## src/rtl/game_ctrl_pkg.sv

```systemverilog
// Shared types and constants for the pong game controller and its display.
// No logic; state encodings, winner codes, screen geometry, score helper.
// Imported by game_ctrl and its display peers.
package game_ctrl_pkg;

    typedef enum logic [2:0] {
        ST_IDLE  = 3'd0,
        ST_SERVE = 3'd1,
        ST_PLAY  = 3'd2,
        ST_POINT = 3'd3,
        ST_OVER  = 3'd4
    } state_t;

    localparam logic [1:0] WIN_NONE  = 2'b00;
    localparam logic [1:0] WIN_LEFT  = 2'b01;
    localparam logic [1:0] WIN_RIGHT = 2'b10;

    // Display geometry shared with the video and paddle blocks
    localparam int H_ACTIVE  = 640;
    localparam int V_ACTIVE  = 480;
    localparam int PADDLE_W  = 8;
    localparam int PADDLE_H  = 64;
    localparam int BALL_SIZE = 8;

    // Score increment that never passes the match limit
    function automatic logic [3:0] score_inc(input logic [3:0] sc, input logic [3:0] lim);
        return (sc >= lim) ? sc : sc + 4'd1;
    endfunction

endpackage

```

## src/rtl/key_debounce.sv

```systemverilog
// Start key conditioner: 2-flop sync, stable-level debounce, press edge detect.
// Latency: 2 sync cycles + DB_CYCLES stable cycles + 1 cycle to the press pulse.
// No backpressure; press is a single-cycle pulse per debounced high-to-low edge.
module key_debounce #(
    parameter int DB_CYCLES = 500000
) (
    input  logic clk,
    input  logic rst,
    input  logic key_n,
    output logic press
);

    localparam int CW = (DB_CYCLES > 1) ? $clog2(DB_CYCLES) : 1;
    localparam logic [CW-1:0] CNT_MAX = CW'(DB_CYCLES - 1);

    logic          sync1;
    logic          sync2;
    logic          stable;
    logic [CW-1:0] cnt;

    // Synchronise, count consecutive cycles the input differs from the
    // accepted level, and accept the new level once it has held long enough.
    // Reset leaves the key in its released (high) level.
    always_ff @(posedge clk) begin
        if (rst) begin
            sync1  <= 1'b1;
            sync2  <= 1'b1;
            stable <= 1'b1;
            cnt    <= '0;
            press  <= 1'b0;
        end else begin
            sync1 <= key_n;
            sync2 <= sync1;
            press <= 1'b0;
            if (sync2 == stable) begin
                cnt <= '0;
            end else if (cnt == CNT_MAX) begin
                stable <= sync2;
                cnt    <= '0;
                // Only a released-to-pressed change produces a pulse
                press  <= stable;
            end else begin
                cnt <= cnt + 1'b1;
            end
        end
    end

endmodule

```

## src/rtl/game_ctrl.sv

```systemverilog
// Pong match controller: serve/play/point pauses, scoring, winner, paddle speed.
// Latency: all outputs registered, one vga_clk after the causing input.
// No backpressure; hit/miss/tick pulses are consumed in the cycle they appear.
module game_ctrl
    import game_ctrl_pkg::*;
#(
    parameter int WIN_SCORE    = 7,
    parameter int PAUSE_FRAMES = 60,
    parameter int FAST_HITS    = 8,
    parameter int DB_CYCLES    = 500000
) (
    input  logic       vga_clk,
    input  logic       sys_rst,
    input  logic       start_key,
    input  logic       fast_sw,
    input  logic       frame_tick,
    input  logic       hit_l,
    input  logic       hit_r,
    input  logic       miss_l,
    input  logic       miss_r,
    output logic       guiwei,
    output logic       s,
    output logic       ball_en,
    output logic       serve_dir,
    output logic [3:0] score_l,
    output logic [3:0] score_r,
    output logic [1:0] winner,
    output logic [2:0] state
);

    localparam logic [3:0] WIN = 4'(WIN_SCORE);
    localparam logic [7:0] PF  = 8'(PAUSE_FRAMES);
    localparam logic [7:0] FH  = 8'(FAST_HITS);

    state_t     st;
    logic [7:0] pause_cnt;
    logic [7:0] rally_cnt;
    logic       start_pulse;

    key_debounce #(
        .DB_CYCLES(DB_CYCLES)
    ) u_key_debounce (
        .clk   (vga_clk),
        .rst   (sys_rst),
        .key_n (start_key),
        .press (start_pulse)
    );

    assign state = st;

    // Match FSM with registered outputs; every transition sets the outputs
    // of the state it enters, so a pause counter loaded on entry never sees
    // the frame_tick of that same edge.
    always_ff @(posedge vga_clk) begin
        if (sys_rst) begin
            st        <= ST_IDLE;
            guiwei    <= 1'b1;
            ball_en   <= 1'b0;
            s         <= fast_sw;
            serve_dir <= 1'b1;
            score_l   <= 4'd0;
            score_r   <= 4'd0;
            winner    <= WIN_NONE;
            pause_cnt <= 8'd0;
            rally_cnt <= 8'd0;
        end else begin
            s <= fast_sw | ((st == ST_PLAY) && (rally_cnt == FH));
            case (st)
                ST_IDLE, ST_OVER: begin
                    if (start_pulse) begin
                        st        <= ST_SERVE;
                        score_l   <= 4'd0;
                        score_r   <= 4'd0;
                        winner    <= WIN_NONE;
                        serve_dir <= 1'b1;
                        pause_cnt <= PF;
                    end
                end
                ST_SERVE: begin
                    if (pause_cnt == 8'd0) begin
                        st        <= ST_PLAY;
                        guiwei    <= 1'b0;
                        ball_en   <= 1'b1;
                        rally_cnt <= 8'd0;
                    end else if (frame_tick) begin
                        pause_cnt <= pause_cnt - 8'd1;
                    end
                end
                ST_PLAY: begin
                    // A miss ends the rally and masks any hit in the same cycle
                    if (miss_l || miss_r) begin
                        st        <= ST_POINT;
                        guiwei    <= 1'b1;
                        ball_en   <= 1'b0;
                        pause_cnt <= PF;
                        if (miss_l && !miss_r) begin
                            score_r   <= score_inc(score_r, WIN);
                            serve_dir <= 1'b0;
                        end else if (miss_r && !miss_l) begin
                            score_l   <= score_inc(score_l, WIN);
                            serve_dir <= 1'b1;
                        end
                    end else if ((hit_l || hit_r) && (rally_cnt != FH)) begin
                        rally_cnt <= rally_cnt + 8'd1;
                    end
                end
                ST_POINT: begin
                    if (pause_cnt == 8'd0) begin
                        if (score_l == WIN) begin
                            winner <= WIN_LEFT;
                            st     <= ST_OVER;
                        end else if (score_r == WIN) begin
                            winner <= WIN_RIGHT;
                            st     <= ST_OVER;
                        end else begin
                            st        <= ST_SERVE;
                            pause_cnt <= PF;
                        end
                    end else if (frame_tick) begin
                        pause_cnt <= pause_cnt - 8'd1;
                    end
                end
                default: begin
                    st      <= ST_IDLE;
                    guiwei  <= 1'b1;
                    ball_en <= 1'b0;
                end
            endcase
        end
    end

endmodule

```

## config.mk

```make
export PLATFORM = sky130hd
export DESIGN_NAME = game_ctrl
export DESIGN_NICKNAME = d
export VERILOG_FILES = /design/src/rtl/game_ctrl_pkg.sv /design/src/rtl/key_debounce.sv /design/src/rtl/game_ctrl.sv
export SDC_FILE = /design/constraint.sdc
export NUM_CORES = 1
export LEC_CHECK = 0
export CAP_MARGIN = 20
export CORE_MARGIN = 2
export CORE_UTILIZATION = 55
export CTS_BUF_LIST = sky130_fd_sc_hd__clkbuf_8
export DETAILED_ROUTE_END_ITERATION = 8
export PLACE_DENSITY_LB_ADDON = 0.15
export REMOVE_ABC_BUFFERS = 1
export SYNTH_ARGS = -nofsm -noshare
export SYNTH_HDL_FRONTEND = slang
export SYNTH_HIERARCHICAL = 1
export SYNTH_SLANG_ARGS = --single-unit
```

## constraint.sdc

```tcl
create_clock -name vga_clk -period 5 [get_ports vga_clk]
set_clock_uncertainty 0.15 [all_clocks]
set_input_delay 1 -clock vga_clk [delete_from_list [all_inputs] [get_ports vga_clk]]
set_output_delay 1 -clock vga_clk [all_outputs]
set_load 0.05 [all_outputs]
```

# --- Word-level counts from Yosys, hierarchy flattened ---
# Index checks and enable logic that the tools add are counted.
totals:
  ff_bits: 56
  input_bits: 9
  output_inout_bits: 17
  elab_cells: 125
classes:
  add_sub_neg: 5
  magnitude_cmp: 2
  eq_ne: 26
  mux: 46
  bitwise: 4
  reduce_logical: 27
ops:
  columns: ["operator", "n"]
  rows:
  - ["two-way mux 8 bit", 10]
  - ["two-way mux 4 bit", 8]
  - ["one-hot mux 8 bit (4 select lines)", 1]
  - ["adder 19 x 1 -> 19 bit (second input constant)", 1]
  - ["== test 19 bit (second input constant)", 1]
  - ["two-way mux 3 bit", 6]
  - ["one-hot mux 4 bit (2 select lines)", 2]
  - ["one-hot mux 8 bit (2 select lines)", 1]
  - ["AND reduction 4 bit", 4]
  - ["inequality test 2 bit (second input constant)", 7]
  - ["one-hot mux 3 bit (4 select lines)", 1]
  - ["AND reduction 6 bit", 2]
  - ["inequality test 2 x 1 -> 1 bit (second input constant)", 5]
  - ["two-way mux 1 bit", 9]
  - ["inequality test 3 bit (second input constant)", 3]
  - ["OR reduction 3 bit", 3]
  - ["adder 4 x 1 -> 4 bit (second input constant)", 2]
  - ["adder 8 x 1 -> 8 bit (second input constant)", 1]
  - ["== test 4 x 3 -> 1 bit (second input constant)", 2]
  - ["== test 8 x 4 -> 1 bit (second input constant)", 1]
  - [">= comparator 4 x 3 -> 1 bit (second input constant)", 2]
  - ["logical NOT 8 bit", 1]
  - ["two-way mux 2 bit", 4]
  - ["inequality test 8 x 4 -> 1 bit (second input constant)", 1]
  - ["other kinds (21)", 32]

# --- Depth between registers and ports, before layout ---
logic_depth:
  word_depth: 6
  depth_mapped: 9

# --- Hierarchy ---
# The synthesis kept the hierarchy.
by_module_without_submodules:
  columns: ["mod", "n_inst", "cells_per_inst", "area_each_um2", "seq_area_each_um2"]
  rows:
  - ["game_ctrl", 1, 211, 1776.7, 660.6]
  - ["key_debounce", 1, 113, 1006.0, 460.4]

# --- Least setup slack after synthesis ---
# No wires, ideal clock.
synth_path:
  kind: "input to register"
  from: "input port miss_l"
  to: "register pause_cnt[4]"
  arrival_time_ps: 2369
  t_required_ps: 4763
  setup_slack_ps: 2394
  path_stages: 5
  path_cell_list: "or2_2 -> a211oi_1 -> a211oi_2 -> and3_2 -> o31ai_1"
synth_via:
  elab_chain_cells: 3
synth_lines:
  columns: ["element", "line_no", "text"]
  rows:
  - ["start, declared", "game_ctrl.sv:19", "input logic miss_l,"]
  - ["logical OR 1 bit", "game_ctrl.sv:91", "if (miss_l || miss_r) begin"]
  - ["inequality test 2 x 1 -> 1 bit (no source line)", null, null]
  - ["AND reduction 6 bit (no source line)", null, null]
  - ["end signal, assigned", "game_ctrl.sv:86", "pause_cnt <= pause_cnt - 8'd1;"]
  - ["end signal, assigned", "game_ctrl.sv:120", "pause_cnt <= pause_cnt - 8'd1;"]
  - ["end, declared", "game_ctrl.sv:36", "logic [7:0] pause_cnt;"]
# No other way between the ends.
# A chain may end at the register's enable or synchronous reset.

# --- Worst setup path in the final report ---
layout_path:
  from: "register st[1], in the netlist state[1]"
  to: "output port state[1]"
layout_lines:
  columns: ["element", "line_no", "text"]
  rows:
  - ["start, declared", "game_ctrl.sv:35", "state_t st;"]
  - ["start signal, assigned", "game_ctrl.sv:56", "st <= ST_IDLE;"]
  - ["start signal, assigned", "game_ctrl.sv:71", "st <= ST_SERVE;"]
  - ["start signal, assigned", "game_ctrl.sv:81", "st <= ST_PLAY;"]
  - ["end, declared", "game_ctrl.sv:28", "output logic [2:0] state"]
# No word-level cell between the ends.

==> flow_summary.toml <==
[outcome]
outcome = "finished clean"

[timing]
layout_worst_path_cycle_share = 0.622
relSlewSlack = 0.541
finalHoldViolCount = 0
drv_slew = 0
period_minus_slack_ns = 3.11
setup_tns_ns = 0
holdWs_ns = 0.277
fmax_ghz = 0.322
finalSetupViolCount = 0
rsz0062_at_grt = "no"
tightest_slew_ns = 0.689

[worst_setup_path]
cp-startpoint = "state[1]$_SDFFE_PP0P_"
slowest_delay_ns = 0.92
slowest_stage = "clkdlybuf4s50_1"
cp_cell_sequence = "clkdlybuf4s50_1"
cp_num_buf_inv = 1
crit_path_start_kind = "flip-flop"
crit_family = "buffers and inverters"
end_kind = "output port"
critPathMaxFanout = 17
cp.required_ns = 3.85
r2r-start = "state[1]$_SDFFE_PP0P_"
cp_data_arrival_time_ns = 1.96
crit_type = "flip-flop to output port"

[detailed_routing]
drt-total-wl_mm = 5.38
via_per_inst = 5.58
drtAntennaViolNets = 0
first_pass_iters = 4
routed-via-count = 2321
drc_errors = 0
drt_iter0_drc = 146
wl_per_cell_um = 12.9

[finish]
area_growth_pct = 14.0
stdcell_area_um2 = 3170
antenna_cells = 0
final_nets = 363
drive_gt1_frac = 0.0716
regArea_um2 = 1120
fill_cells = 397
final-instance-count-excl-fill = 416
final_util = 0.663
multi_input_area_um2 = 1560

[power_and_ir_drop]
ir_worst_vdd_mv = 0.232
p_per_area_nw_per_um2 = 252
leakagePower_uw = 0.00103

[global_routing]
grt_max_degree = 20
grt.total_usage = 0.205
grt_pass1_vias = 2039
grt_first_pass_wirelength_mm = 9.23
antenna_found_initial = 0
grt_overflow = 0

[synth]
yosysWarnings = 6
synthTopCellsByArea = "dfxtp_1, nor2_1, xnor2_1"
avgSynthCellArea_um2 = 8.59
yosysMostFrequentCell = "dfxtp_1"
netlist_instances = 324
synth-edff-count = 0
synth_flop_cell = "dfxtp_1"
yosysTopAreaCellShare = 0.403
ys_types = 56
postSynth.asyncResetShare = 0
yosysSeqAreaShare = 0.403
synth_top_cell_by_area = "dfxtp_1"
synth.cell_area_um2 = 2780
synthTopCellsByCount = "dfxtp_1, nor2_1, a21oi_1"
ys_seq_elements = 56

[placed_design]
detailed_place.area_um2 = 3080
dp_cells = 408
port-buffer-count = 25
dp_hpwl_mm = 3.93
place.gp.congestion = 0.770

[floorplanning]
rows = 25
die_area_um2 = 5640
die_w_um = 75.1
die_y_um = 75.1
coreArea_um2 = 4790
ios = 26
start_util = 0.581

[clock_tree]
post_cts_buffers = 0
clkTransAtPathRegs_ns = 0.11
clk_latency_ns = 0.31
cts-buffers-inserted = 5
cts_buffer_depth = 2
cts-hold-fix-buffers = 0
cts_tree = "yes"
clockRootBuffer = "clkbuf_8"
cts-htree-levels = 2
post_cts_resized = 0
cts_sinks = 56

[worst_hold_path]
worstHoldStart = "u_key_debounce/sync1$_SDFF_PP1_"
hp-class = "flip-flop to flip-flop"

[flow_run]
drv_cap = 0
==> state kept, by name (all words and copies together), names as in the netlist <==
name and count:
ball_en 1, guiwei 1, pause_cnt 8, rally_cnt 8
s 1, score_l 4, score_r 4, serve_dir 1
state 3, u_key_debounce/cnt 19, u_key_debounce/press 1, u_key_debounce/stable 1
u_key_debounce/sync1 1, u_key_debounce/sync2 1, winner 2
==> area by class of cell <==
class | count | share of cell area
Timing Repair Buffer | 26 | 0.0813
Clock buffer | 5 | 0.0217
Clock inverter | 3 | 0.00868
Multi-Input combinational cell | 246 | 0.493
Sequential cell | 56 | 0.353
Inverter | 13 | 0.0154
Tap cell | 67 | 0.0264
==> kinds of logic after synthesis <==
kind of cell | count (synthesis) | share of synthesized area
buffers and inverters | 22 | 0.0351
AND/OR/NAND/NOR | 157 | 0.316
XOR/XNOR | 20 | 0.0630
AO/OA/AOI/OAI | 59 | 0.142
flip-flops | 56 | 0.403
adder cells (fa/ha/maj) | 6 | 0.0270
multiplexers | 4 | 0.0144
==> cells in the final DEF, fill, tap and decap left out, types with 5 or more instances in the layout <==
cell,count
a211oi_1,7
a21oi_1,18
and3_1,5
clkbuf_8,5
clkdlybuf4s50_1,25
dfxtp_1,56
ha_1,6
inv_1,13
nand2_1,16
nand2b_1,8
nand3_1,17
nand4_1,6
nor2_1,44
nor3_1,11
nor4_1,8
o21ai_0,9
o31ai_1,5
or2_2,6
xnor2_1,17
==> per-layer routing <==
layer	vias to the layer above	share of wire	global-route usage
met5	-	0	0
li1	1222	-	-
met2	35	0.43	0.302
met3	2	0.031	0.0442
met4	0	0.0035	0.0351
met1	1062	0.54	0.313
==> per-stage QoR <==
step	power [µW]	setup WS (ns)
2_1_floorplan	524	2.39
3_5_place_dp	550	1.64
5_1_grt	836	1.84
3_3_place_gp	549	1.75
4_1_cts	809	1.90
6_report	799	1.89
==> worst paths after layout <==
kind                                          end  slack [ns]  cells after the start
hold reg to reg   u_key_debounce/sync2$_SDFF_PP1_        0.28                      1
setup reg to reg        rally_cnt[7]$_SDFFE_PP0P_        2.45                      5
hold / removal    u_key_debounce/sync2$_SDFF_PP1_        0.28                      1
setup / recovery                         state[1]        1.89                      1
==> power breakdown <==
| group | internal, µW | switching [µW] | leakage, µW | total (µW) |
|---|---|---|---|---|
| Combinational | 32.2 | 46.8 | 0.000536 | 79.0 |
| Clock | 103 | 156 | 0.0000463 | 259 |
| Sequential | 452 | 8.59 | 0.000452 | 461 |
No activity file was read; power rests on OpenSTA's default activity.
